`config.mk`:
```
export PLATFORM = sky130hd
export DESIGN_NAME = mem_port_arbiter_flat
export DESIGN_NICKNAME = d
export VERILOG_FILES = /design/src/rtl/mem_port_arbiter_pkg.sv /design/src/rtl/mem_port_arbiter_if.sv /design/src/rtl/mem_port_arbiter_wait_timer.sv /design/src/rtl/mem_port_arbiter.sv /design/src/flat_wrapper.sv
export SDC_FILE = /design/constraint.sdc
export NUM_CORES = 1
export LEC_CHECK = 0
export ABC_CLOCK_PERIOD_IN_PS = 2500
export CAP_MARGIN = 15
export CORE_MARGIN = 2
export CORE_UTILIZATION = 33
export DETAILED_ROUTE_END_ITERATION = 10
export DONT_BUFFER_PORTS = 1
export GPL_ROUTABILITY_DRIVEN = 0
export PLACE_DENSITY = 0.56
export SYNTH_ARGS = -nofsm -noshare
export SYNTH_HDL_FRONTEND = slang
export SYNTH_SLANG_ARGS = --single-unit
```
`constraint.sdc`:
```
create_clock -name clk -period 2.5 [get_ports clk]
set_input_delay 0.375 -clock clk [delete_from_list [all_inputs] [get_ports clk]]
set_output_delay 0.375 -clock clk [all_outputs]
set_load 0.05 [all_outputs]
```
`src/rtl/mem_port_arbiter_pkg.sv`:
```
// Shared types and constants for the IF/MEM memory port arbiter.
`timescale 1ns/1ps
package mem_port_arbiter_pkg;

    typedef enum logic [1:0] {
        IDLE   = 2'd0,
        D_WAIT = 2'd1,
        I_WAIT = 2'd2,
        ERR    = 2'd3
    } arb_state_t;

    typedef logic [1:0] size_t;

    localparam size_t SZ_BYTE = 2'b00;
    localparam size_t SZ_HALF = 2'b01;
    localparam size_t SZ_WORD = 2'b10;

    localparam int DEFAULT_TIMEOUT = 16;

endpackage

```
`src/rtl/mem_port_arbiter_if.sv`:
```
// Valid/ready request bus between the arbiter (master) and the unified memory (slave).
`timescale 1ns/1ps
interface mem_port_arbiter_if #(
    parameter int ADDR_W = 32,
    parameter int DATA_W = 32
) ();
    import mem_port_arbiter_pkg::*;

    logic              m_valid;
    logic              m_we;
    logic [ADDR_W-1:0] m_addr;
    logic [DATA_W-1:0] m_wdata;
    size_t             m_size;
    logic              m_ready;
    logic [DATA_W-1:0] m_rdata;

    modport master (
        output m_valid, m_we, m_addr, m_wdata, m_size,
        input  m_ready, m_rdata
    );

    modport slave (
        input  m_valid, m_we, m_addr, m_wdata, m_size,
        output m_ready, m_rdata
    );

endinterface

```
`src/rtl/mem_port_arbiter_wait_timer.sv`:
```
// Loadable up-counter with clear/enable and a terminal-count flag against a runtime limit.
`timescale 1ns/1ps
module wait_timer #(
    parameter int WIDTH = 4
) (
    input  logic             clk,
    input  logic             rst,
    input  logic             clr,
    input  logic             load,
    input  logic [WIDTH-1:0] load_val,
    input  logic             en,
    input  logic [WIDTH-1:0] limit,
    output logic             tc
);

    logic [WIDTH-1:0] count_reg;

    // Clear wins over load, load wins over count.
    always_ff @(posedge clk) begin
        if (rst || clr) begin
            count_reg <= '0;
        end else if (load) begin
            count_reg <= load_val;
        end else if (en) begin
            count_reg <= count_reg + 1'b1;
        end
    end

    assign tc = (count_reg == limit);

endmodule

```
`src/rtl/mem_port_arbiter.sv`:
```
// Shares one memory port between IF fetch and MEM load/store; data has priority, stalls freeze the pipe.
`timescale 1ns/1ps
module mem_port_arbiter
    import mem_port_arbiter_pkg::*;
#(
    parameter int ADDR_W  = 32,
    parameter int DATA_W  = 32,
    parameter int TIMEOUT = DEFAULT_TIMEOUT
) (
    input  logic              clk,
    input  logic              rst,
    input  logic              if_req,
    input  logic [ADDR_W-1:0] if_addr,
    input  logic              if_flush,
    output logic [DATA_W-1:0] if_rdata,
    output logic              if_done,
    input  logic              d_rd,
    input  logic              d_wr,
    input  logic [ADDR_W-1:0] d_addr,
    input  logic [DATA_W-1:0] d_wdata,
    input  size_t             d_size,
    output logic [DATA_W-1:0] d_rdata,
    output logic              d_done,
    mem_port_arbiter_if.master mem,
    output logic              stall_pipe,
    output logic              stall_fetch,
    output logic              bus_err
);

    localparam int               CNT_W = (TIMEOUT > 2) ? $clog2(TIMEOUT) : 1;
    localparam logic [CNT_W-1:0] LIMIT = CNT_W'(TIMEOUT - 1);

    arb_state_t        state_reg;
    logic              m_valid_reg;
    logic              m_we_reg;
    logic [ADDR_W-1:0] m_addr_reg;
    logic [DATA_W-1:0] m_wdata_reg;
    size_t             m_size_reg;
    logic              if_done_reg;
    logic              d_done_reg;
    logic [DATA_W-1:0] if_rdata_reg;
    logic [DATA_W-1:0] d_rdata_reg;
    logic              discard_reg;
    logic              bus_err_reg;

    logic              issue;
    logic              timer_tc;

    // The done-pulse cycle is the mandatory gap: the requester still shows the
    // request it just completed, so nothing may be issued then.
    assign issue = (state_reg == IDLE) && !if_done_reg && !d_done_reg
                   && (d_rd || d_wr || if_req);

    wait_timer #(.WIDTH(CNT_W)) u_wait_timer (
        .clk      (clk),
        .rst      (rst),
        .clr      (issue),
        .load     (1'b0),
        .load_val ('0),
        .en       (m_valid_reg && !mem.m_ready),
        .limit    (LIMIT),
        .tc       (timer_tc)
    );

    always_ff @(posedge clk) begin
        if (rst) begin
            state_reg    <= IDLE;
            m_valid_reg  <= 1'b0;
            m_we_reg     <= 1'b0;
            m_addr_reg   <= '0;
            m_wdata_reg  <= '0;
            m_size_reg   <= SZ_BYTE;
            if_done_reg  <= 1'b0;
            d_done_reg   <= 1'b0;
            if_rdata_reg <= '0;
            d_rdata_reg  <= '0;
            discard_reg  <= 1'b0;
            bus_err_reg  <= 1'b0;
        end else begin
            if_done_reg <= 1'b0;
            d_done_reg  <= 1'b0;
            case (state_reg)
                IDLE: begin
                    if (issue) begin
                        m_valid_reg <= 1'b1;
                        if (d_rd || d_wr) begin
                            m_we_reg    <= d_wr;
                            m_addr_reg  <= d_addr;
                            m_wdata_reg <= d_wdata;
                            m_size_reg  <= d_size;
                            state_reg   <= D_WAIT;
                        end else begin
                            m_we_reg    <= 1'b0;
                            m_addr_reg  <= if_addr;
                            m_size_reg  <= SZ_WORD;
                            discard_reg <= 1'b0;
                            state_reg   <= I_WAIT;
                        end
                    end
                end
                D_WAIT: begin
                    if (mem.m_ready) begin
                        m_valid_reg <= 1'b0;
                        d_done_reg  <= 1'b1;
                        if (!m_we_reg) begin
                            d_rdata_reg <= mem.m_rdata;
                        end
                        state_reg <= IDLE;
                    end else if (timer_tc) begin
                        m_valid_reg <= 1'b0;
                        bus_err_reg <= 1'b1;
                        state_reg   <= ERR;
                    end
                end
                I_WAIT: begin
                    if (mem.m_ready) begin
                        m_valid_reg <= 1'b0;
                        discard_reg <= 1'b0;
                        // A flush arriving with the data still kills this fetch.
                        if (!(discard_reg || if_flush)) begin
                            if_done_reg  <= 1'b1;
                            if_rdata_reg <= mem.m_rdata;
                        end
                        state_reg <= IDLE;
                    end else begin
                        if (if_flush) begin
                            discard_reg <= 1'b1;
                        end
                        if (timer_tc) begin
                            m_valid_reg <= 1'b0;
                            bus_err_reg <= 1'b1;
                            state_reg   <= ERR;
                        end
                    end
                end
                ERR: begin
                    state_reg <= ERR;
                end
            endcase
        end
    end

    assign mem.m_valid = m_valid_reg;
    assign mem.m_we    = m_we_reg;
    assign mem.m_addr  = m_addr_reg;
    assign mem.m_wdata = m_wdata_reg;
    assign mem.m_size  = m_size_reg;

    assign if_done  = if_done_reg;
    assign if_rdata = if_rdata_reg;
    assign d_done   = d_done_reg;
    assign d_rdata  = d_rdata_reg;
    assign bus_err  = bus_err_reg;

    assign stall_pipe  = ((d_rd || d_wr) && !d_done_reg) || (state_reg == ERR);
    assign stall_fetch = stall_pipe || (if_req && !if_done_reg);

endmodule

```
`src/flat_wrapper.sv`:
```
// flat-port wrapper written by rule: the top's interface ports become plain ports
module mem_port_arbiter_flat import mem_port_arbiter_pkg::*;
#(
    parameter int ADDR_W  = 32,
    parameter int DATA_W  = 32,
    parameter int TIMEOUT = DEFAULT_TIMEOUT
)
  (clk, rst, if_req, if_addr, if_flush, if_rdata, if_done, d_rd, d_wr, d_addr, d_wdata, d_size, d_rdata, d_done, stall_pipe, stall_fetch, bus_err, mem_m_valid, mem_m_we, mem_m_addr, mem_m_wdata, mem_m_size, mem_m_ready, mem_m_rdata);
  mem_port_arbiter_if #(.ADDR_W(ADDR_W), .DATA_W(DATA_W)) mem_i ();
  input  logic clk;
  input  logic rst;
  input  logic if_req;
  input  logic [ADDR_W-1:0] if_addr;
  input  logic if_flush;
  output logic [DATA_W-1:0] if_rdata;
  output logic if_done;
  input  logic d_rd;
  input  logic d_wr;
  input  logic [ADDR_W-1:0] d_addr;
  input  logic [DATA_W-1:0] d_wdata;
  input  size_t d_size;
  output logic [DATA_W-1:0] d_rdata;
  output logic d_done;
  output logic stall_pipe;
  output logic stall_fetch;
  output logic bus_err;
  output wire logic [$bits(mem_i.m_valid)-1:0] mem_m_valid;
  output wire logic [$bits(mem_i.m_we)-1:0] mem_m_we;
  output wire logic [$bits(mem_i.m_addr)-1:0] mem_m_addr;
  output wire logic [$bits(mem_i.m_wdata)-1:0] mem_m_wdata;
  output wire logic [$bits(mem_i.m_size)-1:0] mem_m_size;
  input wire logic [$bits(mem_i.m_ready)-1:0] mem_m_ready;
  input wire logic [$bits(mem_i.m_rdata)-1:0] mem_m_rdata;
  assign mem_m_valid = mem_i.m_valid;
  assign mem_m_we = mem_i.m_we;
  assign mem_m_addr = mem_i.m_addr;
  assign mem_m_wdata = mem_i.m_wdata;
  assign mem_m_size = mem_i.m_size;
  assign mem_i.m_ready = mem_m_ready;
  assign mem_i.m_rdata = mem_m_rdata;
  mem_port_arbiter #(.ADDR_W(ADDR_W), .DATA_W(DATA_W), .TIMEOUT(TIMEOUT)) u_core (.clk(clk), .rst(rst), .if_req(if_req), .if_addr(if_addr), .if_flush(if_flush), .if_rdata(if_rdata), .if_done(if_done), .d_rd(d_rd), .d_wr(d_wr), .d_addr(d_addr), .d_wdata(d_wdata), .d_size(d_size), .d_rdata(d_rdata), .d_done(d_done), .mem(mem_i), .stall_pipe(stall_pipe), .stall_fetch(stall_fetch), .bus_err(bus_err));
endmodule
```
==> results by group <==
Synth
  • Unique masters post-synth: 37
  • Post-synth EDFFs: 0
  • Cells after Synth: 679
  • Synth Flop Type: dfxtp_1
  • Synthesized flop and latch total: 142
  • Asr flop ratio synth: 0
  • Synth Area per Inst: 7.95 um2
  • Synth Net Count: 822
  • Top post-synthesis cells by area: dfxtp_1 (53%), nand2_1 (18%), a21oi_1 (9.1%)
  • Ys Warns: 0
  • Leading area contributor after synthesis: dfxtp_1
  • Seq/Total Area, Yosys: 0.527
  • Synthesized cell area: 0.00540 mm2
  • Post-synth top area share: 0.527

Placement
  • Dpl cells: 864
  • I/O Buffers: 0
  • DP HPWL: 10700 um

Global routing
  • Initial antenna violation count: 0
  • Global-route wire length before repair: 23700 um
  • Via count of the first global-routing pass: 4507
  • Pin count of the biggest net entering global routing: 145
  • Total global-route track usage: 0.171
  • Total congestion overflow: 0

STA
  • Hold violation total from the final report: 0
  • Fmax: 0.453 GHz
  • Setup TNS Final: 0 ns
  • Finish-stage setup viols: 0
  • Final worst-path cycle share: 0.884
  • Max-slew headroom at the worst pin: 0.560
  • Max Slew Vio Count: 0
  • RSZ-0062 raised after global routing: no
  • Final worst path period need: 2.21 ns
  • Slew @ Worst Pin: 0.661 ns
  • Post-Route Skew: 0.00782 ns

Power
  • Seq pwr share: 0.503
  • Power Dens Cells: 1490 mW/mm2
  • NetSw: 4.17 mW
  • Peak supply drop: 0.000528 V
  • Pleak: 2.30 nW
  • Sw frac: 0.444
  • Combinational share of power: 0.206
  • Int Pwr: 5.22 mW
  • Clock power frac: 0.291

Drt
  • WL final: 15300 um
  • Vias per inst: 5.18
  • Post-detailed-route wirelength per cell: 17.1 um
  • Post-DRT Antenna Nets: 0
  • First-pass DRT Iterations: 4
  • DRC: 0
  • Vias: 4639
  • Drt first-iter violations: 240

Worst hold path
  • Hold endpoint: u_core.mem.m_addr[14]
  • Hold Startpoint: rst
  • Hold Crit Class: in -> reg
  • Worst Hold Depth: 1

CTS
  • Post-CTS sizing: 0
  • CTS tree: done
  • CTS H-tree lvls: 4
  • CTS Hold Bufs: 0
  • Post-CTS setup buffer count: 0
  • Reg clk slew, reported paths: 0.06 ns
  • Clk buf depth: 2
  • Clock sink total: 142
  • Clk_lat worst skew: 0.41 ns
  • CTS Root Cell: clkbuf_16
  • CTS Buf Count: 17

Critical path
  • Reg2Reg Capture Point: u_core.mem.m_addr[27]
  • Type of the worst setup path: reg -> reg
  • R2R Setup Slk: 0.29 ns
  • Peak fanout along the critical path: 21
  • CP Data Required Time: 2.81 ns
  • Crit end category: flop
  • CP arrival: 2.52 ns
  • CP startpoint kind: flop
  • Worst r2r src: u_core.state_reg[0]
  • Reg2reg path depth: 7

Finish
  • Layout Nets: 810
  • P&R area growth vs syn: 16.6%
  • Final std cells w/o fill: 896
  • Share of cells above drive strength 1: 0.0897
  • Final core occ: 0.395
  • FILL cells: 1639
  • ANT cells: 0

Floorplan
  • # rows: 46
  • Die height: 132 um
  • Core Region: 0.0159 mm2
  • Starting Density: 0.338
  • Die X: 132 um
  • I/O pins: 274
  • Full die area: 0.0174 mm2

Outcome
  • Status: completed

Run
  • Maxcap violations: 0
-- metrics by stage --
step / hold slack [ns] / area [um2] / setup WS [ns] / power [mW]
floorplan: 0.465 / 5400 / 0.239 / 6.17
global placement: 0.458 / 5650 / 0.466 / 6.63
detailed placement: 0.461 / 5650 / 0.305 / 6.73
CTS: 0.0100 / 6290 / 0.288 / 9.49
global route: 0.0153 / 6290 / 0.110 / 9.86
finish: 0.0461 / 6290 / 0.291 / 9.39
-- power groups by stage --
stage / registers (mW) / logic (mW) / clock network, mW
global route: 4.77 / 2.19 / 2.90
CTS: 4.73 / 1.95 / 2.80
detailed placement: 4.78 / 1.95 / 0
finish: 4.72 / 1.94 / 2.73
floorplan: 4.70 / 1.47 / 0
global placement: 4.77 / 1.86 / 0
-- worst max-delay path by stage --
stage	startpoint	endpoint	slack [ns]	cells after the start
finish	u_core.state_reg[0]	u_core.mem.m_addr[27]	0.29	7
global route	u_core.state_reg[0]	u_core.mem.m_addr[24]	0.11	7
CTS	u_core.state_reg[0]	u_core.mem.m_addr[27]	0.29	7
detailed placement	u_core.state_reg[0]	u_core.mem.m_addr[27]	0.30	7
global placement	u_core.state_reg[0]	u_core.mem.m_addr[23]	0.47	7
floorplan	u_core.d_done	stall_fetch	0.24	2
-- worst max-delay path, stage by stage, from the launching register on --
cell,delay [ns]
dfxtp_1,0.34
inv_1,0.12
ha_1,0.17
or3b_1,0.43
a21oi_4,0.48
buf_12,0.22
nor2_1,0.05
a311oi_1,0.29
-- area by class of cell --
type,instances,area [um2],area share
timing repair buffer,19,193,0.0306
clock buffer,18,439,0.0698
multi-input combinational,483,2330,0.370
inverter,4,15.0,0.00239
clock inverter,14,204,0.0324
sequential,142,2840,0.452
tap,216,270,0.0430
-- cell usage after synthesis, drive strengths merged, types with 2 or more instances --
cell    instances
nand2         261
dfxtp         142
a21oi          99
nor2           44
clkbuf         37
a311oi         32
buf            13
ha              6
o21ai           5
inv             4
nand2b          4
nor3            4
a221o           2
nor2b           2
o21bai          2
o221ai          2
or2             2
xor2            2
-- kinds of logic after synthesis --
| logic type | count (synthesis) | synth area share |
|---|---|---|
| muxes | 1 | 0.00185 |
| xor gates and xnor gates | 3 | 0.00487 |
| adders and majority gates | 6 | 0.0139 |
| and+or+nand+nor | 324 | 0.236 |
| DFF | 142 | 0.527 |
| buffers and inverters | 54 | 0.0452 |
| AOI/OAI and AO/OA | 149 | 0.172 |
-- cell usage in the layout, fill, tap and decap left out, types with 2 or more instances in the layout --
cell and n:
or2_2 2, a221o_1 2, inv_6 4, ha_1 6, clkinvlp_4 2, nand2_1 261
nor2b_1 2, o221ai_1 2, nor3_1 4, inv_1 3, o21ai_0 5, a21oi_1 98
clkinv_4 2, nor2_2 3, buf_4 15, xor2_1 2, dfxtp_1 142, nand2b_1 4
buf_12 4, a311oi_1 32, o21bai_1 2, nor2_1 41, bufinv_16 4, clkbuf_16 17
-- per-layer routing --
| metal | track usage | share of wire | vias up |
|---|---|---|---|
| met5 | 0 | 0 | - |
| met4 | 0.0525 | 0.013 | 0 |
| met3 | 0.0877 | 0.11 | 12 |
| met2 | 0.282 | 0.47 | 240 |
| met1 | 0.193 | 0.40 | 2155 |
| li1 | - | - | 2232 |
Power figures use the tool's default switching activity.
